### config.mk
export PLATFORM = sky130hd
export DESIGN_NAME = addition
export DESIGN_NICKNAME = d
export VERILOG_FILES = /design/src/rtl/addition.sv
export SDC_FILE = /design/constraint.sdc
export NUM_CORES = 1
export LEC_CHECK = 0
export CELL_PAD_IN_SITES_DETAIL_PLACEMENT = 2
export CELL_PAD_IN_SITES_GLOBAL_PLACEMENT = 2
export CORE_ASPECT_RATIO = 0.75
export CORE_UTILIZATION = 26
export CTS_CLUSTER_DIAMETER = 200
export DETAILED_ROUTE_END_ITERATION = 7
export GPL_ROUTABILITY_DRIVEN = 0
export HOLD_SLACK_MARGIN = 0.12
export PLACE_DENSITY = 0.79
export SLEW_MARGIN = 40
export SYNTH_ARGS = -nofsm -noshare
export SYNTH_HDL_FRONTEND = slang
export SYNTH_SLANG_ARGS = --single-unit
### constraint.sdc
create_clock -name clk -period 2.8 [get_ports clk]
set_input_delay 0.7 -clock clk [delete_from_list [all_inputs] [get_ports clk]]
set_output_delay 0.7 -clock clk [all_outputs]
set_load 0.02 [all_outputs]
### src/rtl/addition.sv
// Registered WIDTH-bit add/subtract/add-with-carry/accumulate unit with flags, 1-cycle latency.
// Optional unsigned saturation of sum when compiled with ADDITION_SATURATE_EN.
module addition #(
    parameter int WIDTH = 4
) (
    input  logic             clk,
    input  logic             rst_n,
    input  logic             in_valid,
    input  logic [WIDTH-1:0] A,
    input  logic [WIDTH-1:0] B,
    input  logic [1:0]       op,
    output logic [WIDTH-1:0] sum,
    output logic             carry_out,
    output logic             overflow,
    output logic             zero,
    output logic             out_valid
);

    localparam logic [1:0] OP_ADD = 2'b00;
    localparam logic [1:0] OP_SUB = 2'b01;
    localparam logic [1:0] OP_ADC = 2'b10;
    localparam logic [1:0] OP_ACC = 2'b11;

    logic [WIDTH-1:0] opnd_a;
    logic [WIDTH-1:0] opnd_b;
    logic [WIDTH-1:0] neg_b;
    logic             carry_in;
    logic             sign_b;
    logic [WIDTH:0]   raw;
    logic [WIDTH-1:0] sum_next;
    logic             ovf_next;

    assign neg_b = ~B + {{(WIDTH-1){1'b0}}, 1'b1};

    // Subtract runs through the same adder as A + ~B + 1; its sign for overflow is that of -B.
    always_comb begin
        opnd_a   = A;
        opnd_b   = B;
        carry_in = 1'b0;
        sign_b   = B[WIDTH-1];
        case (op)
            OP_ADD: ;
            OP_SUB: begin
                opnd_b   = ~B;
                carry_in = 1'b1;
                sign_b   = neg_b[WIDTH-1];
            end
            OP_ADC: carry_in = carry_out;
            OP_ACC: begin
                opnd_a = sum;
                opnd_b = A;
                sign_b = A[WIDTH-1];
            end
            default: ;
        endcase

        raw      = {1'b0, opnd_a} + {1'b0, opnd_b} + {{WIDTH{1'b0}}, carry_in};
        ovf_next = (opnd_a[WIDTH-1] == sign_b) && (raw[WIDTH-1] != opnd_a[WIDTH-1]);
        sum_next = raw[WIDTH-1:0];
`ifdef ADDITION_SATURATE_EN
        // Flags still describe the unclamped result; only sum/zero see the clamp.
        if (op == OP_SUB) begin
            if (!raw[WIDTH]) sum_next = '0;
        end else if (raw[WIDTH]) begin
            sum_next = '1;
        end
`endif
    end

    always_ff @(posedge clk or negedge rst_n) begin
        if (!rst_n) begin
            sum       <= '0;
            carry_out <= 1'b0;
            overflow  <= 1'b0;
            zero      <= 1'b1;
            out_valid <= 1'b0;
        end else begin
            out_valid <= in_valid;
            if (in_valid) begin
                sum       <= sum_next;
                carry_out <= raw[WIDTH];
                overflow  <= ovf_next;
                zero      <= (sum_next == '0);
            end
        end
    end

endmodule

# Word level (Yosys, flattened, before mapping)
# Cells that the tools add are included.
[word_totals]
ff_bits = 8
output_inout_bits = 8
[op_classes]
n_addsub = 3
n_eq_ne = 5
mux = 4
bitwise_logic = 1
n_reduce_logical = 2
[ops]
columns = ["op", "n"]
rows = [
  ["$pmux W4 S2", 1],
  ["$add A4 B4 Y5", 1],
  ["$add A5 B1 Y5", 1],
  ["$add A4 B1 Y4 const B", 1],
  ["$eq A2 B2 Y1 const B", 2],
  ["$logic_not A4 Y1", 1],
  ["$mux W4", 1],
  ["$not A4 Y4", 1],
  ["$pmux W1 S2", 2],
  ["$eq A2 B1 Y1 const B", 1],
  ["$eq A1 B1 Y1", 1],
  ["$logic_and A1 B1 Y1", 1],
  ["$ne A1 B1 Y1", 1],
]

# Depth between registers and ports, before layout
[logic_depth]
depth_word = 6
ltp_mapped = 11
mapped_depth_nobuf = 11

# Worst setup path after synthesis
# OpenSTA, ideal clock, no wires.
[synth_timing]
path_type = "in2reg"
startpoint = "input port op[1]"
endpoint = "register carry_out"
t_arrival_ns = 2.614
required_ns = 2.661
path_slack_ns = 0.047
path_stages = 10
n_path_buf = 0
cell_sequence = "inv_1 > ha_1 > nor2b_1 > o21ai_0 > o211ai_1 > fa_1 > fa_1 > a21o_1 > a21oi_1 > a21oi_1"
[synth_between]
elab_chain_len = 4
word_cells_on_any_way = 8
[synth_rtl]
columns = ["item", "line", "rtl"]
rows = [
  ["start, declared", "11", "input logic [1:0] op,"],
  ["$eq A2 B2 Y1 or $eq A2 B1 Y1 (tied branches)", "41", "case (op)"],
  ["$pmux W4 S2 or $mux W4 (tied branches)", "41", ""],
  ["$add A4 B4 Y5", "57", "raw = {1'b0, opnd_a} + {1'b0, opnd_b} + {{WIDTH{1'b0}}, carry_in};"],
  ["$add A5 B1 Y5 (*)", "57", ""],
  ["end signal, assigned", "81", "carry_out <= raw[WIDTH];"],
  ["end, declared", "13", "output logic carry_out,"],
]
# Mark *: on every way between the ends. The rest lies on a longest branch, timed or not.
# A chain may end at the register's enable or synchronous reset.

# Worst setup path after layout
[layout_timing]
startpoint = "input port B[0]"
endpoint = "register carry_out"
[layout_between]
elab_chain_len = 4
[layout_rtl]
columns = ["item", "line", "rtl"]
rows = [
  ["start, declared", "10", "input logic [WIDTH-1:0] B,"],
  ["$not A4 Y4", "44", "opnd_b = ~B;"],
  ["$pmux W4 S2 (*)", "41", ""],
  ["$add A4 B4 Y5 (*)", "57", ""],
  ["$add A5 B1 Y5 (*)", "57", ""],
]
# Marked as above.

==> results.yml <==
floorplan:
  die_h_um: 46.80
  initial_utilization_pct: 28.73
  rows: 15
  io_pins: 21
  die_area_mm2: 0.002889
  die_w_um: 61.73
  coreArea_mm2: 0.002421
power:
  ir_drop_uv: 344.3
  seqPwrFrac_pct: 27.5
  p_leak_nw: 0.4673
  p_total_w: 0.0006623
  switching_share_pct: 38.98
  p_int_w: 0.0004041
  netSwitchingPower_w: 0.0002582
  power_density_mw_per_mm2: 602.8
  power_frac_comb_pct: 57.0
  clkPwrFrac_pct: 15.5
clock_tree:
  clock_sinks: 8
  clockBufferDepth: 2
  cts-root-buf: "clkbuf_4"
  cts_setup_buffers: 0
  clk_pin_slew_ps: 60
  tritoncts: "built"
  cts-buffers-inserted: 3
  clk_latency_ps: 270
  htree_levels: 1
yosys:
  yosysTopAreaCell: "dfrtp_1"
  syn_area_per_cell_um2: 9.276
  synth_common_cells: "7 x dfrtp_1, 7 x ha_1, 7 x nand2_1"
  synth_fp_nets: 97
  yosysUniqueCellTypes: 25
  synth_top_area_share_pct: 25.18
  synth.yosys.seq_area_share_pct: 28.96
  synth.area.top_cells: "dfrtp_1 25%, ha_1 13%, mux2_2 9.7%"
  ys.flop_type: "dfrtp_1"
  syn-instance-count: 75
  yosysWarnings: 0
  synth_seq_cells: 8
  synthArstFlopShare_pct: 100.0
  synth_edf_count: 0
  syn-cell-area_um2: 695.7
grt:
  grt_pass1_wl_um: 3877
  grt.total_usage_pct: 20.02
  antenna_found_initial: 0
  grt_max_degree: 13
  first_global_vias: 772
  grt.overflow.total: 0
setup_path:
  cpMostUsedCell: "fa_2"
  crit_path_end_kind: "register"
  cp_slowest_cell: "clkdlybuf4s50_1"
  crit_buf_inv: 1
  worstPathMaxFanout: 2
  cp_cell_sequence: "clkdlybuf4s50_1, nor2b_1, o21ai_1, o211ai_1, fa_2, fa_2, a21o_1, a21oi_2, a21oi_1"
  rr_worst_depth: 6
  slowest_delay_ps: 520
  crit_required_ps: 2930
  critical_path_depth: 9
  start_kind: "input port"
  crit_family: "compound AO/OA/AOI/OAI gates"
  worst-setup-path-type: "in -> reg"
  cp.arrival_ps: 2820
detailed_routing:
  wl_per_cell_um: 18.09
  drcViolationCount: 0
  detail-route-antenna-nets: 0
  dr_total_vias: 733
  dr.first_iter.drc_count: 15
  wl_um: 2623
  vias_per_cell: 5.055
  drt_first_pass_iters: 3
timing:
  slew_viol_final: 0
  tightest_slew_ps: 499.2
  finalCritPeriodShare_pct: 96.20
  hold_viol: 0
  setup_viol: 0
  layout_min_cycle_time_ps: 2694
  fin_ws_ps: 106.3
  fmax_mhz: 371.2
  slew-limit-headroom_pct: 66.62
  fin_skew_ps: 5.859
cells_and_area:
  antenna_cells: 0
  synthToLayoutAreaGrowth_pct: 57.91
  design_area_mm2: 0.001099
  drive_gt1_share_pct: 33.33
  fillers: 255
  seq_area_um2: 201.4
  nNetsFinal: 134
  multi_input_area_um2: 510.5
placed_design:
  hpwl_um: 2052
  post-place-ws_ps: -830.0
  placed_area_mm2: 0.001035
  io_buffers: 20
job:
  max_cap_violations: 0
hold_path:
  whs_path_depth: 2
  hold_path.class: "reg -> reg"
run_status:
  status: "complete, no violations"
## final cells by class
class | count | area share (%)
well taps | 34 | 3.872
inverters | 5 | 1.708
clock buffers | 4 | 2.392
flip-flops and latches | 8 | 18.34
repair buffers | 34 | 27.22
multi-input cells | 60 | 46.47
## per-stage QoR
step	hold WS [ps]	TNS [ps]	utilization [%]	cells
CTS	494.2	0	45.01	145
global placement	472.2	-2814	42.74	141
detailed placement	484.8	-4195	42.74	141
floorplan	404.4	0	-	75
global route	516.7	-14.24	45.37	145
finish	494.4	0	45.37	145
## per-layer routing
| metal | share of wire, % | vias to the layer above | track usage (%) |
|---|---|---|---|
| met2 | 49 | 25 | 35.48 |
| met1 | 42 | 357 | 22.90 |
| met5 | 0 | - | 0 |
| met3 | 5.4 | 12 | 6.887 |
| met4 | 3.9 | 0 | 6.667 |
| li1 | - | 339 | - |
## cells by family after synthesis
family | count (synthesis) | share of synthesized area (%)
mux | 6 | 9.712
flops | 8 | 28.96
buf+inv | 7 | 3.956
simple gates | 20 | 14.75
xor+xnor | 2 | 3.598
fa+ha+maj | 9 | 18.34
compound gates | 23 | 20.68
## sequential cells by signal, summed over array words and instances, names as in the netlist
register / count
overflow: 1
out_valid: 1
carry_out: 1
zero: 1
sum: 4
## cells in the final DEF (no fill, tap or decap), types with 2 or more instances in the layout
cell type | Yosys | final
clkbuf_4 | 0 | 3
o211ai_1 | 4 | 4
nand2_1 | 7 | 7
nor2b_1 | 4 | 4
mux2_2 | 6 | 6
ha_4 | 0 | 2
dfrtp_1 | 7 | 7
buf_4 | 0 | 13
o21ai_0 | 6 | 5
a21o_1 | 3 | 3
inv_1 | 5 | 4
clkdlybuf4s50_1 | 0 | 18
a21oi_1 | 5 | 4
o21ai_1 | 1 | 2
ha_1 | 7 | 4
nor2_1 | 6 | 6
fa_2 | 0 | 2
a21oi_2 | 1 | 2
xnor2_2 | 1 | 2
## power groups by stage
stage               clock (W)  sequential, W  combinational (W)
floorplan                   0       0.000222           0.000136
global placement            0       0.000182           0.000340
detailed placement          0       0.000184           0.000359
CTS                  0.000103       0.000181           0.000378
global route         0.000113       0.000186           0.000409
finish               0.000103       0.000182           0.000378
## worst reg2reg max path, cell delays in order (launching register included)
cell	delay [ps]
dfrtp_1	390
mux2_2	300
fa_2	410
fa_2	390
a21o_1	200
a21oi_2	180
a21oi_1	90
## worst paths after layout
check / slack [ps] / endpoint / start
max: 110 / carry_out / B[0]
min: 490 / zero / zero
max reg2reg: 700 / carry_out / sum[0]
min reg2reg: 490 / zero / zero
max in group asynchronous: 1750 / zero / rst_n
min in group asynchronous: 730 / sum[2] / rst_n
## what timing repair did
action / CTS / global route
hold buffers: 0 / 0
endpoints found under the setup margin: 6 / 4
resized for setup: 11 / 8
pin swaps: 3 / 5
(Power assumes the default switching activity.)
